[src/rtl/clk_pll_sequencer.sv]
// Sequences divider reprogramming of one of NumPlls PLLs: gate its clock, program, wait for a
// stable lock, then ungate. Bad indices and lock timeouts raise a sticky error flag.
module clk_pll_sequencer #(
   parameter int unsigned NumPlls       = 3,
   parameter int unsigned DivWidth      = 8,
   parameter int unsigned GateCycles    = 4,
   parameter int unsigned LockCycles    = 16,
   parameter int unsigned TimeoutCycles = 1024,
   localparam int unsigned IdxW         = (NumPlls > 1) ? $clog2(NumPlls) : 1
) (
   input  logic                clk_i,
   input  logic                rst_ni,
   input  logic                cfg_valid_i,
   output logic                cfg_ready_o,
   input  logic [IdxW-1:0]     cfg_idx_i,
   input  logic [DivWidth-1:0] cfg_div_i,
   input  logic                cfg_en_i,
   output logic                pll_cfg_valid_o,
   input  logic                pll_cfg_ready_i,
   output logic [IdxW-1:0]     pll_cfg_idx_o,
   output logic [DivWidth-1:0] pll_cfg_div_o,
   input  logic [NumPlls-1:0]  pll_lock_i,
   output logic [NumPlls-1:0]  clk_en_o,
   output logic                busy_o,
   output logic                done_o,
   output logic                err_o
);

   localparam int unsigned MaxGl  = (GateCycles > LockCycles) ? GateCycles : LockCycles;
   localparam int unsigned MaxCnt = (MaxGl > TimeoutCycles) ? MaxGl : TimeoutCycles;
   localparam int unsigned CntW   = $clog2(MaxCnt + 1);

   localparam logic [CntW-1:0] GateLast = CntW'(GateCycles - 1);
   localparam logic [CntW-1:0] LockLast = CntW'(LockCycles - 1);
   localparam logic [CntW-1:0] ToutLast = CntW'(TimeoutCycles - 1);

   typedef enum logic [2:0] {StIdle, StGate, StProg, StLock, StDone} state_e;

   state_e              state_q, state_d;
   logic [CntW-1:0]     cnt_q, cnt_d;    // gate length, then consecutive-lock run
   logic [CntW-1:0]     tout_q, tout_d;
   logic [IdxW-1:0]     idx_q, idx_d;
   logic [DivWidth-1:0] div_q, div_d;
   logic                en_q, en_d;
   logic                err_q, err_d;
   logic [NumPlls-1:0]  clk_en_q, clk_en_d;
   logic                lock_done;

   always_ff @(posedge clk_i or negedge rst_ni) begin
      if (!rst_ni) begin
         state_q  <= StIdle;
         cnt_q    <= '0;
         tout_q   <= '0;
         idx_q    <= '0;
         div_q    <= '0;
         en_q     <= 1'b0;
         err_q    <= 1'b0;
         clk_en_q <= '0;
      end else begin
         state_q  <= state_d;
         cnt_q    <= cnt_d;
         tout_q   <= tout_d;
         idx_q    <= idx_d;
         div_q    <= div_d;
         en_q     <= en_d;
         err_q    <= err_d;
         clk_en_q <= clk_en_d;
      end
   end

   assign lock_done = pll_lock_i[idx_q] && (cnt_q == LockLast);

   always_comb begin
      state_d  = state_q;
      cnt_d    = cnt_q;
      tout_d   = tout_q;
      idx_d    = idx_q;
      div_d    = div_q;
      en_d     = en_q;
      err_d    = err_q;
      clk_en_d = clk_en_q;
      unique case (state_q)
         StIdle: begin
            if (cfg_valid_i) begin
               idx_d  = cfg_idx_i;
               div_d  = cfg_div_i;
               en_d   = cfg_en_i;
               cnt_d  = '0;
               tout_d = '0;
               if (32'(cfg_idx_i) >= NumPlls) begin
                  err_d   = 1'b1;
                  state_d = StDone;
               end else begin
                  err_d               = 1'b0;
                  clk_en_d[cfg_idx_i] = 1'b0;
                  state_d             = StGate;
               end
            end
         end
         StGate: begin
            if (cnt_q == GateLast) begin
               cnt_d   = '0;
               state_d = en_q ? StProg : StDone;
            end else begin
               cnt_d = cnt_q + 1'b1;
            end
         end
         StProg: begin
            if (pll_cfg_ready_i) begin
               cnt_d   = '0;
               tout_d  = '0;
               state_d = StLock;
            end
         end
         StLock: begin
            tout_d = tout_q + 1'b1;
            cnt_d  = pll_lock_i[idx_q] ? cnt_q + 1'b1 : '0;
            // Lock completion takes priority over a coincident timeout.
            if (lock_done) begin
               clk_en_d[idx_q] = 1'b1;
               state_d         = StDone;
            end else if (tout_q == ToutLast) begin
               err_d   = 1'b1;
               state_d = StDone;
            end
         end
         StDone: state_d = StIdle;
         default: state_d = StIdle;
      endcase
   end

   assign cfg_ready_o     = (state_q == StIdle);
   assign pll_cfg_valid_o = (state_q == StProg);
   assign pll_cfg_idx_o   = idx_q;
   assign pll_cfg_div_o   = div_q;
   assign clk_en_o        = clk_en_q;
   assign busy_o          = (state_q != StIdle);
   assign done_o          = (state_q == StDone);
   assign err_o           = err_q;

endmodule

[config.mk]
export PLATFORM = sky130hd
export DESIGN_NAME = clk_pll_sequencer
export DESIGN_NICKNAME = d
export VERILOG_FILES = /design/src/rtl/clk_pll_sequencer.sv
export SDC_FILE = /design/constraint.sdc
export NUM_CORES = 1
export LEC_CHECK = 0
export ABC_AREA = 1
export CAP_MARGIN = 20
export CORE_UTILIZATION = 35
export DETAILED_ROUTE_END_ITERATION = 8
export HOLD_SLACK_MARGIN = 0.02
export SLEW_MARGIN = 40
export SYNTH_ARGS = -nofsm -noshare
export SYNTH_HDL_FRONTEND = slang
export SYNTH_SLANG_ARGS = --single-unit
[constraint.sdc]
create_clock -name clk_i -period 2.2 [get_ports clk_i]
set_clock_uncertainty 0.15 [all_clocks]
set_input_delay 0.22 -clock clk_i [delete_from_list [all_inputs] [get_ports clk_i]]
set_output_delay 0.22 -clock clk_i [all_outputs]
set_load 0.01 [all_outputs]
==> results of run 1 <==
[area by class of cell]
| cell class | instances | share of cell area (%) |
|---|---|---|
| clock buffers | 7 | 3.31 |
| multi-input cells | 209 | 39.7 |
| inverters | 38 | 5.17 |
| well taps | 77 | 3.31 |
| repair buffers | 39 | 13.0 |
| flip-flops and latches | 40 | 34.4 |
| clock inverters | 1 | 1.03 |
[sequential cells by signal, indices dropped and copies added, names as in the netlist]
register and flops:
state_q 3, cnt_q 11, en_q 1, err_o 1, pll_cfg_idx_o 2, tout_q 11, pll_cfg_div_o 8, clk_en_o 3
[layer usage]
layer	up-vias	wire length, um	global-route usage [%]
met5	-	0	0
met4	0	43	4.78
met3	4	225	3.36
met2	39	2470	26.1
met1	945	2500	22.3
li1	1040	-	-
[worst register-to-register path, stage by stage, from the launching register on]
cell and delay, ns:
dfrtp_1 0.41, ha_1 0.25, nand3_1 0.16, nor2_1 0.17, nand3_1 0.14, nand3_1 0.15, nand2_1 0.08, nand2_1 0.06
nand2_1 0.05
[cells in the final DEF (no fill, tap or decap), types with 4 or more instances in the layout]
cell / instances
clkdlybuf4s50_1: 34
nand3_1: 25
o211ai_1: 7
a21oi_1: 4
nand4_1: 6
nor2_1: 21
nor3_1: 7
o22ai_1: 4
inv_2: 4
o21ai_1: 5
o21ai_0: 15
dfrtp_1: 40
nand2_1: 76
nand2_4: 4
clkbuf_8: 7
inv_1: 30
mux2_2: 8
xor2_1: 8
[worst max path at each step]
| stage | from | to | slack (ns) | cells after the start |
|---|---|---|---|---|
| finish | state_q[2]$_DFFE_PN0P_ | cfg_ready_o | 0.16 | 4 |
| global placement | state_q[2]$_DFFE_PN0P_ | cfg_ready_o | 0.48 | 4 |
| global route | state_q[2]$_DFFE_PN0P_ | cfg_ready_o | 0.07 | 4 |
| floorplan | state_q[2]$_DFFE_PN0P_ | pll_cfg_div_o[3]$_DFFE_PN0P_ | 0.68 | 6 |
| CTS | state_q[2]$_DFFE_PN0P_ | cfg_ready_o | 0.14 | 4 |
| detailed placement | pll_lock_i[2] | state_q[1]$_DFFE_PN0P_ | 0.46 | 8 |
[what timing repair did]
action,in CTS,in global routing
hold buffers,1,0
endpoints found under the hold margin,40,0
setup endpoints to repair,0,0
[cell families (layout without fill, tap and decap cells)]
logic type,after synthesis,count (layout)
adders and majority gates,3,3
muxes,8,8
xor gates and xnor gates,10,10
AOI/OAI and AO/OA,40,40
buffers and inverters,40,85
DFF,40,40
and+or+nand+nor,148,148
[synth_stat cells (5+ instances only)]
master / instances / area (um2)
dfrtp_1: 40 / 1000
inv_1: 30 / 113
mux2_2: 8 / 90.1
nand2_1: 76 / 285
nand3_1: 25 / 125
nand4_1: 6 / 37.5
nor2_1: 21 / 78.8
nor3_1: 7 / 35.0
o211ai_1: 7 / 52.6
o21ai_0: 15 / 75.1
o21ai_1: 5 / 25.0
xor2_1: 8 / 70.1
[power by group through the flow]
stage	logic [uW]	registers, uW	clock network (uW)
floorplan	869	1130	0
global placement	1480	1090	0
detailed placement	1490	1100	0
CTS	1500	1090	678
global route	1630	1110	714
finish	1470	1090	658
[per-stage QoR]
stage          std cells  utilization, %  setup WS (ns)  cell area (um2)  power [uW]
5_1_grt              411            45.5         0.0703             2910        3460
3_3_place_gp         402            43.4          0.477             2770        2570
4_1_cts              411            45.5          0.138             2910        3260
6_report             411            45.5          0.156             2910        3220
3_5_place_dp         402            43.4          0.457             2770        2590
2_1_floorplan        289               -          0.678             2320        2000
==> run metrics, run 1 <==
Primary FF master, synth=dfrtp_1; GRT Util Overall=16.3%; # fillers=635; sequential area share after synthesis=43.1%; RSZ-0062 raised after global routing=false; worst hold endpoint=en_q$_DFFE_PN0P_; Post-Route Setup TNS=0 ns; CP Max Fanout=5; Worst setup SP type=flop; FF+latch count, synth=40; Synth Instances=289; Internal=1960 uW; EDFF count, synth=0; multi-input combinational cell area=1150 um2; Psw=1260 uW; compound-cell area share of the yosys netlist=10.6%; clk slew on worst S/H paths=0.08 ns; synth warn=0; Top Family by Delay on Critical Path=buffers and inverters; Top-Level Pins=36; Root Buffer=clkbuf_8; core area=6390 um2; Die Y-Extent=83.5 um; Rel. slew slack=65.2%; Unique masters post-synth=31; CTS sink cnt=40; r2r endpoint=state_q[1]$_DFFE_PN0P_; CTS Buf Count=5; Residual DRC=0; outcome=finished clean; slowest cell on the critical path=clkdlybuf4s50_1; largest family of logic cells by synthesized area=simple AND/OR/NAND/NOR gates; internal reg-to-reg setup slack=0.48 ns; row cnt=29; Post-Synth Simple-Gate Area=29.9%; Fin. Hold Viols=0; Final #Nets=354; final wirelength=5240 um; Crit path largest cell delay=0.57 ns; Avg Vias per Cell=4.93; measured slew at the worst slew-check pin=0.522 ns; Clk Latency, worst-skew pair=0.29 ns; cells along the critical path=inv_2 > nand2_4 > nor2_4 > clkdlybuf4s50_1; first-pass GRT wire length=9160 um; register area=1000 um2; I/O Buffers=35; Hold Path Class=input pin to flop; Final ANT Viol Nets=0; reg2reg start=cnt_q[1]$_DFFE_PN0P_; Avg Inst Size Synth=8.04 um2; sequential fraction of design power=33.8%; Die X=83.5 um; critical path arrival=1.67 ns; r2r worst-path depth=8; mux cell area share after synthesis=3.88%; Max-Cap Viols=0; Leakage=0.00130 uW; worst hold start=cfg_en_i; Clock Power Share=20.4%; Setup Buffers After CTS=0; first-pass iteration count of the detailed router=4; final antenna diode count=0; xor-xnor portion of the synthesized cell area=3.77%; WHS=0.357 ns; Mapped Area=2320 um2; CTS H-Tree Depth=2; Setup crit end kind=output pin; async set or reset register ratio after synthesis=100%; Synth Area in Adders=1.62%; initial antenna violation count=0; worst hold path depth=3; Critical Path RT=1.83 ns; Slew Limit Fails=0; gr ovfl total=0; 1st-iter DRT viols=78; # setup viols final=0; Synth Net Count=310; RePlAce Congestion=0.825; highest clock rate=0.489 GHz; critical path class=flop to output pin; CTS tree=done; switch share=39.2%; WP buf/inv=2; share of layout cells above drive strength 1=11.7%; via count=2028; combinational power share=45.8%; Power Density=1110 nW/um2; clk buf depth=2; HPWL Detailed=3960 um; fin crit share=92.9%; largest net degree at the start of global routing=41; Starting Density=36.4%; synth-to-layout area growth=25.2%; WL/cell=12.7 um; Die Area=6960 um2; vias in the first global route=1962; peak supply drop=0.000690 V; post_cts resized=0; fin crit period=2.04 ns
(Power assumes the default switching activity.)
==> run 2, diff against run 1 <==
Settings changed: CTS_CLUSTER_SIZE from default to 10, DONT_BUFFER_PORTS from default to 1.
==> run 2 against run 1 <==
Effect of this change: worst hold slack worse by 0.30 ns; sequential share of layout area is 3.1 points higher; core utilization fell by 3.7 points; global-route usage decreased by 0.23 points; via count fell by 5.2%; critical path depth increased by 4; sequential power increased by 6%; highest routed layer unchanged; count of clock-buffer cells in the layout shrank 2; critical endpoint is now cnt_q[4]$_DFFE_PN0P_; critical path type is now flop to flop; flip-flop and latch count is the same; fmax increased by 17%; final cell count decreased by 5.8%; routed wire length is 2.4% lower.
==> run metrics, run 2 (same netlist as run 1, synthesis figures left out) <==
final wirelength=5110 um; I/O Buffers=0; most common cell after layout, fill and taps aside=nand2_1; WP buf/inv=2; core area=6390 um2; Layout Cells excl Fill=387; outcome=finished clean; # placed instances=366; Rel. slew slack=66.0%; Top Family by Delay on Critical Path=simple AND/OR/NAND/NOR gates; final antenna diode count=0; sequential fraction of design power=40.2%; Post-Route Setup TNS=0 ns; vias in the first global route=1876; initial antenna violation count=0; Area after DPL=2420 um2; Avg Vias per Cell=4.97; slowest cell on the critical path=dfrtp_1; Die Y-Extent=83.5 um; Clk Latency, worst-skew pair=0.30 ns; fin crit period=1.75 ns; Crit path largest cell delay=0.53 ns; Clock Power Share=20.8%; Max-Cap Viols=0; CP Max Fanout=7; measured slew at the worst slew-check pin=0.506 ns; post_cts resized=0; # setup viols final=0; Setup crit end kind=flop; Starting Density=36.4%; highest clock rate=0.570 GHz; Residual DRC=0; CTS Buf Count=5; first-pass GRT wire length=8780 um; Final Instance Area=2670 um2; switch share=42.9%; commonest non-fill, non-tap cells in the layout=nand2_1, dfrtp_1, inv_1; critical path arrival=1.82 ns; GRT Util Overall=16.0%; register area=1000 um2; Root Buffer=clkbuf_8; critical path class=flop to flop; Die X=83.5 um; CTS H-Tree Depth=2; fin crit share=79.7%; Slew Limit Fails=0; Critical Path RT=2.26 ns; gr ovfl total=0; Fin. Hold Viols=0; Internal=1650 uW; Psw=1240 uW; HPWL Detailed=3750 um; peak supply drop=0.000728 V; clk slew on worst S/H paths=0.08 ns; Worst setup SP type=flop; Die Area=6960 um2; via count=1922; Top-Level Pins=36; synth-to-layout area growth=14.9%; # fillers=642; combinational power share=39.0%; 1st-iter DRT viols=105; RePlAce Congestion=0.857; clk buf depth=2; cells along the critical path=inv_4 > nor2_1 > nand2_1 > nand2_4 > nor2_4 > inv_4 > nand2_1 > o211ai_1; Power Density=1080 nW/um2; WL/cell=13.2 um; Setup Buffers After CTS=0; CTS sink cnt=40; share of layout cells above drive strength 1=12.3%; RSZ-0062 raised after global routing=false; CTS tree=done; Final ANT Viol Nets=0; largest net degree at the start of global routing=41; Final #Nets=330; row cnt=29; Leakage=0.00121 uW; Hold Path Class=input pin to flop; multi-input combinational cell area=1150 um2; first-pass iteration count of the detailed router=5
==> run 2: changes by cell type in the layout (fill, tap and decap cells not counted), sizes merged <==
| cell | change |
|---|---|
| clkbuf | -2 |
| buf | -1 |
| dlygate4sd3 | +11 |
| clkinvlp | +1 |
| clkinv | +1 |
| clkdlybuf4s50 | -34 |
==> run 2: layer usage <==
metal / track usage, % / vias up / part of all wire (%)
li1: - / 991 / -
met1: 22.4 / 885 / 50
met2: 24.1 / 37 / 44
met3: 3.96 / 9 / 4.1
met4: 5.70 / 0 / 1.8
met5: 0 / - / 0
==> run 2: power by group through the flow <==
stage                     clock (uW)  sequential, uW  combinational (uW)
after floorplan                    0            1130                 869
after global placement             0            1170                1090
after detailed placement           0            1170                1090
after CTS                        621            1160                1130
after global routing             650            1190                1260
final                            603            1160                1130
==> run 2: cell type report <==
type / instances / area share (%)
multi-input combinational: 209 / 43.3
clock inverter: 3 / 1.59
clock buffer: 5 / 2.58
tap: 77 / 3.61
timing repair buffer: 15 / 5.81
inverter: 38 / 5.63
sequential: 40 / 37.5
==> run 2: worst paths after layout <==
kind | cells after the start | from | end | slack, ns
max | 8 | state_q[1]$_DFFE_PN0P_ | cnt_q[4]$_DFFE_PN0P_ | 0.45
min | 2 | cfg_valid_i | en_q$_DFFE_PN0P_ | 0.06
max reg2reg | 8 | state_q[1]$_DFFE_PN0P_ | cnt_q[4]$_DFFE_PN0P_ | 0.45
min reg2reg | 2 | en_q$_DFFE_PN0P_ | en_q$_DFFE_PN0P_ | 0.40
max in group asynchronous | 2 | rst_ni | pll_cfg_idx_o[1]$_DFFE_PN0P_ | 1.47
min in group asynchronous | 2 | rst_ni | cnt_q[9]$_DFFE_PN0P_ | 0.23
==> run 2: through the flow <==
stage          hold slack [ns]  worst slack (ns)  util (%)  power [uW]
2_1_floorplan           -0.226             0.678         -        2000
3_3_place_gp            -0.224             0.457      37.9        2260
3_5_place_dp            -0.224             0.458      37.9        2260
4_1_cts                 0.0490             0.428      41.8        2910
5_1_grt                 0.0687             0.261      41.8        3100
6_report                0.0615             0.446      41.8        2890
==> run 2: timing repair <==
action                                  CTS  global route
hold buffers                             13             0
hold endpoints to repair                 51             0
endpoints found under the setup margin    0             0
